===== src/rtl/nist_result_uart.sv =====
// Reads N_WORDS pass counts from the NIST result memory and sends them over an 8N1 UART
// as one packet: header byte, data bytes, then the mod-256 sum of the data bytes.
//
// state  | meaning
// S_IDLE | waiting for start, address parked at START_ADDR
// S_HDR  | sending header, first data byte being prefetched
// S_DATA | sending data bytes, next byte prefetched during each frame
// S_CHK  | sending checksum
// S_FIN  | one-cycle done pulse, then back to idle
module nist_result_uart #(
  parameter int          N_WORDS      = 8,
  parameter logic [12:0] START_ADDR   = 13'd0,
  parameter int          CLKS_PER_BIT = 868,
  parameter logic [7:0]  HEADER       = 8'hA5
) (
  input  logic        clk,
  input  logic        rst,
  input  logic        start,
  output logic [12:0] mem_raddr,
  input  logic [7:0]  mem_dout,
  output logic        tx,
  output logic        busy,
  output logic        done
);

  localparam int CNT_W = $clog2(CLKS_PER_BIT);
  localparam logic [CNT_W-1:0] CNT_LAST = CNT_W'(CLKS_PER_BIT - 1);
  localparam logic [CNT_W-1:0] CNT_CAP  = CNT_W'(CLKS_PER_BIT - 2);
  localparam logic [7:0] LAST_BYTE = 8'(N_WORDS - 1);

  typedef enum logic [2:0] {S_IDLE, S_HDR, S_DATA, S_CHK, S_FIN} state_t;

  state_t           state_q, state_d;
  logic [CNT_W-1:0] cnt_q, cnt_d;
  logic [3:0]       bit_idx_q, bit_idx_d;
  logic [7:0]       shift_q, shift_d;
  logic [7:0]       pref_q, pref_d;
  logic [7:0]       csum_q, csum_d;
  logic [7:0]       byte_idx_q, byte_idx_d;
  logic [12:0]      raddr_q, raddr_d;
  logic             tx_q, tx_d;
  logic             busy_q, busy_d;
  logic             done_q, done_d;

  logic frame_active;
  logic frame_end;
  logic [7:0] next_idx;

  assign frame_active = (state_q == S_HDR) || (state_q == S_DATA) || (state_q == S_CHK);
  assign frame_end    = frame_active && (cnt_q == '0) && (bit_idx_q == 4'd9);

  always_ff @(posedge clk) begin
    if (rst) begin
      state_q    <= S_IDLE;
      cnt_q      <= '0;
      bit_idx_q  <= '0;
      shift_q    <= '0;
      pref_q     <= '0;
      csum_q     <= '0;
      byte_idx_q <= '0;
      raddr_q    <= START_ADDR;
      tx_q       <= 1'b1;
      busy_q     <= 1'b0;
      done_q     <= 1'b0;
    end else begin
      state_q    <= state_d;
      cnt_q      <= cnt_d;
      bit_idx_q  <= bit_idx_d;
      shift_q    <= shift_d;
      pref_q     <= pref_d;
      csum_q     <= csum_d;
      byte_idx_q <= byte_idx_d;
      raddr_q    <= raddr_d;
      tx_q       <= tx_d;
      busy_q     <= busy_d;
      done_q     <= done_d;
    end
  end

  always_comb begin
    state_d = state_q;
    case (state_q)
      S_IDLE:  if (start) state_d = S_HDR;
      S_HDR:   if (frame_end) state_d = S_DATA;
      S_DATA:  if (frame_end && (byte_idx_q == LAST_BYTE)) state_d = S_CHK;
      S_CHK:   if (frame_end) state_d = S_FIN;
      S_FIN:   state_d = S_IDLE;
      default: state_d = S_IDLE;
    endcase
  end

  always_comb begin
    cnt_d      = cnt_q;
    bit_idx_d  = bit_idx_q;
    shift_d    = shift_q;
    pref_d     = pref_q;
    csum_d     = csum_q;
    byte_idx_d = byte_idx_q;
    raddr_d    = raddr_q;
    tx_d       = tx_q;
    busy_d     = busy_q;
    done_d     = 1'b0;
    next_idx   = '0;

    if (state_q == S_IDLE) begin
      raddr_d = START_ADDR;
      if (start) begin
        shift_d    = HEADER;
        csum_d     = '0;
        byte_idx_d = '0;
        busy_d     = 1'b1;
        cnt_d      = CNT_LAST;
        bit_idx_d  = '0;
        tx_d       = 1'b0;
      end
    end else if (frame_active) begin
      // Memory data for the address issued at frame start is valid on the frame's second cycle.
      if ((state_q != S_CHK) && (bit_idx_q == 4'd0) && (cnt_q == CNT_CAP))
        pref_d = mem_dout;

      if (cnt_q != '0) begin
        cnt_d = cnt_q - CNT_W'(1);
      end else if (bit_idx_q != 4'd9) begin
        cnt_d     = CNT_LAST;
        bit_idx_d = bit_idx_q + 4'd1;
        tx_d      = (bit_idx_q == 4'd8) ? 1'b1 : shift_q[bit_idx_q[2:0]];
      end else begin
        cnt_d     = CNT_LAST;
        bit_idx_d = '0;
        if (state_q == S_CHK) begin
          tx_d    = 1'b1;
          busy_d  = 1'b0;
          done_d  = 1'b1;
          raddr_d = START_ADDR;
        end else if ((state_q == S_DATA) && (byte_idx_q == LAST_BYTE)) begin
          tx_d    = 1'b0;
          shift_d = csum_q;
        end else begin
          // Next frame is a data byte; only issue a further read if another byte follows it.
          tx_d       = 1'b0;
          shift_d    = pref_q;
          csum_d     = csum_q + pref_q;
          next_idx   = (state_q == S_HDR) ? 8'd0 : (byte_idx_q + 8'd1);
          byte_idx_d = next_idx;
          if (next_idx != LAST_BYTE) raddr_d = raddr_q + 13'd1;
        end
      end
    end
  end

  assign mem_raddr = raddr_q;
  assign tx        = tx_q;
  assign busy      = busy_q;
  assign done      = done_q;

endmodule

===== config.mk =====
export PLATFORM = sky130hd
export DESIGN_NAME = nist_result_uart
export DESIGN_NICKNAME = d
export VERILOG_FILES = /design/src/rtl/nist_result_uart.sv
export SDC_FILE = /design/constraint.sdc
export NUM_CORES = 1
export LEC_CHECK = 0
export ABC_CLOCK_PERIOD_IN_PS = 2060
export CELL_PAD_IN_SITES_DETAIL_PLACEMENT = 0
export CELL_PAD_IN_SITES_GLOBAL_PLACEMENT = 1
export CORE_MARGIN = 3
export CORE_UTILIZATION = 40
export DETAILED_ROUTE_END_ITERATION = 6
export PLACE_DENSITY = 0.74
export SLEW_MARGIN = 20
export SYNTH_ARGS = -nofsm -noshare
export SYNTH_HDL_FRONTEND = slang
export SYNTH_SLANG_ARGS = --single-unit

===== constraint.sdc =====
create_clock -name clk -period 2.06 [get_ports clk]
set_clock_uncertainty 0.15 [all_clocks]
set_input_delay 0.206 -clock clk [delete_from_list [all_inputs] [get_ports clk]]
set_output_delay 0.206 -clock clk [all_outputs]
set_load 0.1 [all_outputs]

==> reports/metrics.yaml, run 1 <==
status:
  status: "finished with violations"
  violations: "setup timing"
setup_path:
  endpoint_kind: "flip-flop"
  cp_cell_sequence: "inv_2 -> ha_1 -> nor3b_4 -> buf_6 -> nand4_4 -> or4_4 -> buf_6 -> o21ai_2"
  crit_buf_inv: 3
  cpMaxStageDelayCell: "or4_4"
  crit_top_cell: "buf_6"
  cp_top_family: "simple AND/OR/NAND/NOR gates"
  path_max_fanout: 8
  required_ns: 2.18
  critical_path_arrival_ns: 2.24
  crit_path_start_kind: "flip-flop"
  criticalPathCategory: "reg2reg"
  cpPeakStageDelay_ns: 0.64
placement:
  port_buffers: 26
  dp_cells: 669
  hpwlAfterDp_mm: 7.16
  gp_congestion: 0.796
global_route:
  grt_util_met1_pct: 27.1
  grt_overflow: 0
  grt_max_degree: 31
  grt_pass1_wl_mm: 18.1
  use_met2_pct: 32.7
  grt_pass1_vias: 3744
  grt_busiest_layer: "met2"
  grt_util_met3_pct: 3.74
  grt_usage_pct: 20.2
  antenna_found_initial: 0
pwr:
  p_leak_nw: 2.10
  ir_worst_vdd_mv: 0.277
  power_density_nw_per_um2: 525
synthesis:
  synth.cell_area_um2: 3830
  synth_edf_count: 0
  synth_fp_nets: 479
  ys_ff_latch: 65
  synth_ff_type: "dfxtp_1"
  syn_inst: 452
  synth_top_cells_by_area: "dfxtp_1 34%, ha_1 4.9%, a21oi_1 4.4%"
  ys_seq_area_share_pct: 34.0
  synthArstFlopShare_pct: 0
  yosys_warnings: 0
  yosys.area.top_type_share_pct: 34.0
  synth.distinct_cells: 67
  netlist.top_cell.by_area: "dfxtp_1"
  syn_area_per_cell_um2: 8.46
timing:
  max_freq_mhz: 473
  slew_viol_final: 0
  layout_setup_ws_ns: -0.0554
  rsz0062_at_grt: "yes"
  min_period_over_period_pct: 103
  period_needed_ns: 2.12
  holdWs_ns: 0.301
  hold_viol: 0
  slew_headroom_pct: 67.7
  setup_viol: 19
  worst_slew_pin_slew_ns: 0.480
finish:
  final_common_cell: "buf_4"
  fin_cells: 697
  syn2layout_area_growth_pct: 41.8
  drive_above_1_share_pct: 39.4
  nets: 592
  final_cell_mix: "107 x buf_4, 47 x dfxtp_1, 36 x nor2_1"
  n_antenna_cell: 0
  nFillCells: 853
drt:
  drcViolationCount: 0
  drtAntennaViolNets: 0
  vias: 3861
  viasPerCell: 5.54
  firstDrtPassIters: 4
  wire_per_inst_um: 15.6
  wl_mm: 10.9
  drt_first_iter_violations: 171
clocking:
  cts_buffer_depth: 2
  clkTransAtPathRegs_ns: 0.07
  cts_hold_buf: 0
  insertion_delay_ns: 0.34
  clock-root-buffer: "clkbuf_8"
  htreeDepth: 3
  cts_inserted_buffers: 9
  cts_tree: "built"
  cts_sinks: 65
floorplan:
  ios: 27
  die_area_um2: 10800
  start_util_pct: 41.2
  die_height_um: 104
  rows: 35
  design.core.area_um2: 9280
  die_w_um: 104
flow_run:
  drv_cap: 0
worst_hold_path:
  hold_path_class: "reg2reg"
what timing repair did:
item / CTS / global route
pin swaps: 11 / 21
setup buffers: 9 / 5
resized for setup: 29 / 55
endpoints found under the setup margin: 27 / 49
gates cloned: 3 / 1
area by class of cell:
class | instances | area (um^2) | area share [%]
multi-input combinational | 346 | 2670 | 49.1
inverter | 15 | 56.3 | 1.04
clock buffer | 14 | 173 | 3.18
timing repair buffer | 128 | 1030 | 19.0
sequential | 65 | 1340 | 24.7
tap | 129 | 161 | 2.98
kinds of logic (layout without fill, tap and decap cells):
family                   Yosys count  count (layout)  share of synthesized area [%]
adder cells (fa/ha/maj)           16              16                           5.43
AND/OR/NAND/NOR                  182             182                           27.8
flip-flops                        65              65                           34.0
XOR/XNOR                          12              12                           2.75
multiplexers                      18              18                           5.46
buffers and inverters             43             157                           5.20
AO/OA/AOI/OAI                    116             118                           19.4
metrics by stage:
step	instance area (um^2)	TNS (ns)	setup WS [ns]	utilization, %	power (W)
after global routing	5430	-3.39	-0.143	58.4	0.00299
after detailed placement	4800	-3.08	-0.220	51.7	0.00181
after CTS	5180	-0.0437	-0.0174	55.8	0.00284
final	5430	-0.495	-0.0554	58.4	0.00285
after floorplan	3880	-0.0344	-0.0105	-	0.00161
after global placement	4800	-2.57	-0.200	51.7	0.00180
per-layer routing:
layer	share of wire [%]	vias up
met5	0	-
met4	1.7	0
met3	3.7	16
met2	48	76
met1	47	1863
li1	-	1906
tightest hold or removal path, cell delays in order (launching register included):
cell and delay [ns]:
dfxtp_1 0.31, nand2_1 0.05, a21oi_1 0.05
where the power goes:
| group | internal, W | total, W | leakage (nW) | switching, W |
|---|---|---|---|---|
| Sequential | 0.00129 | 0.00132 | 0.538 | 0.0000319 |
| Clock | 0.000525 | 0.00100 | 0.0886 | 0.000478 |
| Combinational | 0.000244 | 0.000528 | 1.47 | 0.000284 |
state kept, by name, summed over array words and instances, names as in the netlist:
name	cells
bit_idx_q	4
shift_q	8
done	1
mem_raddr	13
pref_q	8
cnt_q	10
byte_idx_q	8
tx	1
csum_q	8
busy	1
state_q	3
worst paths after layout:
path,to,cells after the start,start,slack [ns]
min reg2reg,shift_q[1]$_SDFFE_PP0P_,2,shift_q[1]$_SDFFE_PP0P_,0.30
max,mem_raddr[9]$_SDFFE_PP0P_,8,cnt_q[0]$_SDFFE_PP0P_,-0.06
min,shift_q[1]$_SDFFE_PP0P_,2,shift_q[1]$_SDFFE_PP0P_,0.30
max reg2reg,mem_raddr[9]$_SDFFE_PP0P_,8,cnt_q[0]$_SDFFE_PP0P_,-0.06
synth_stat cells (all sizes together), types with 2 or more instances:
| cell type | number |
|---|---|
| o211ai | 3 |
| a31oi | 11 |
| o21a | 3 |
| o21ai | 33 |
| or4 | 9 |
| nand2 | 30 |
| nor4 | 3 |
| a21oi | 34 |
| nor2 | 38 |
| or3 | 10 |
| a21boi | 2 |
| nand4 | 12 |
| or2 | 2 |
| dfxtp | 65 |
| inv | 15 |
| nand2b | 2 |
| buf | 12 |
| o41ai | 7 |
| xnor2 | 4 |
| nor3b | 2 |
| o311ai | 8 |
| mux2 | 3 |
| a21bo | 2 |
| nor3 | 22 |
| and2 | 2 |
| mux2i | 13 |
| nor4b | 2 |
| xor2 | 8 |
| nor2b | 2 |
| or3b | 3 |
| or4b | 4 |
| o31ai | 3 |
| clkbuf | 16 |
| ha | 15 |
| mux4 | 2 |
| and3 | 10 |
| o2111ai | 2 |
| nand3 | 18 |
| nand3b | 3 |
| and3b | 4 |
Note: power is estimated with default switching activity, not from simulation.
==> inputs of run 2 (changes only) <==
--- a/config.mk
+++ b/config.mk
@@ -16,3 +16,4 @@
 export SYNTH_ARGS = -nofsm -noshare
 export SYNTH_HDL_FRONTEND = slang
 export SYNTH_SLANG_ARGS = --single-unit
+export TNS_END_PERCENT = 100
==> results of run 2 <==
Final layout, timing and power as in run 1 (identical DEF).
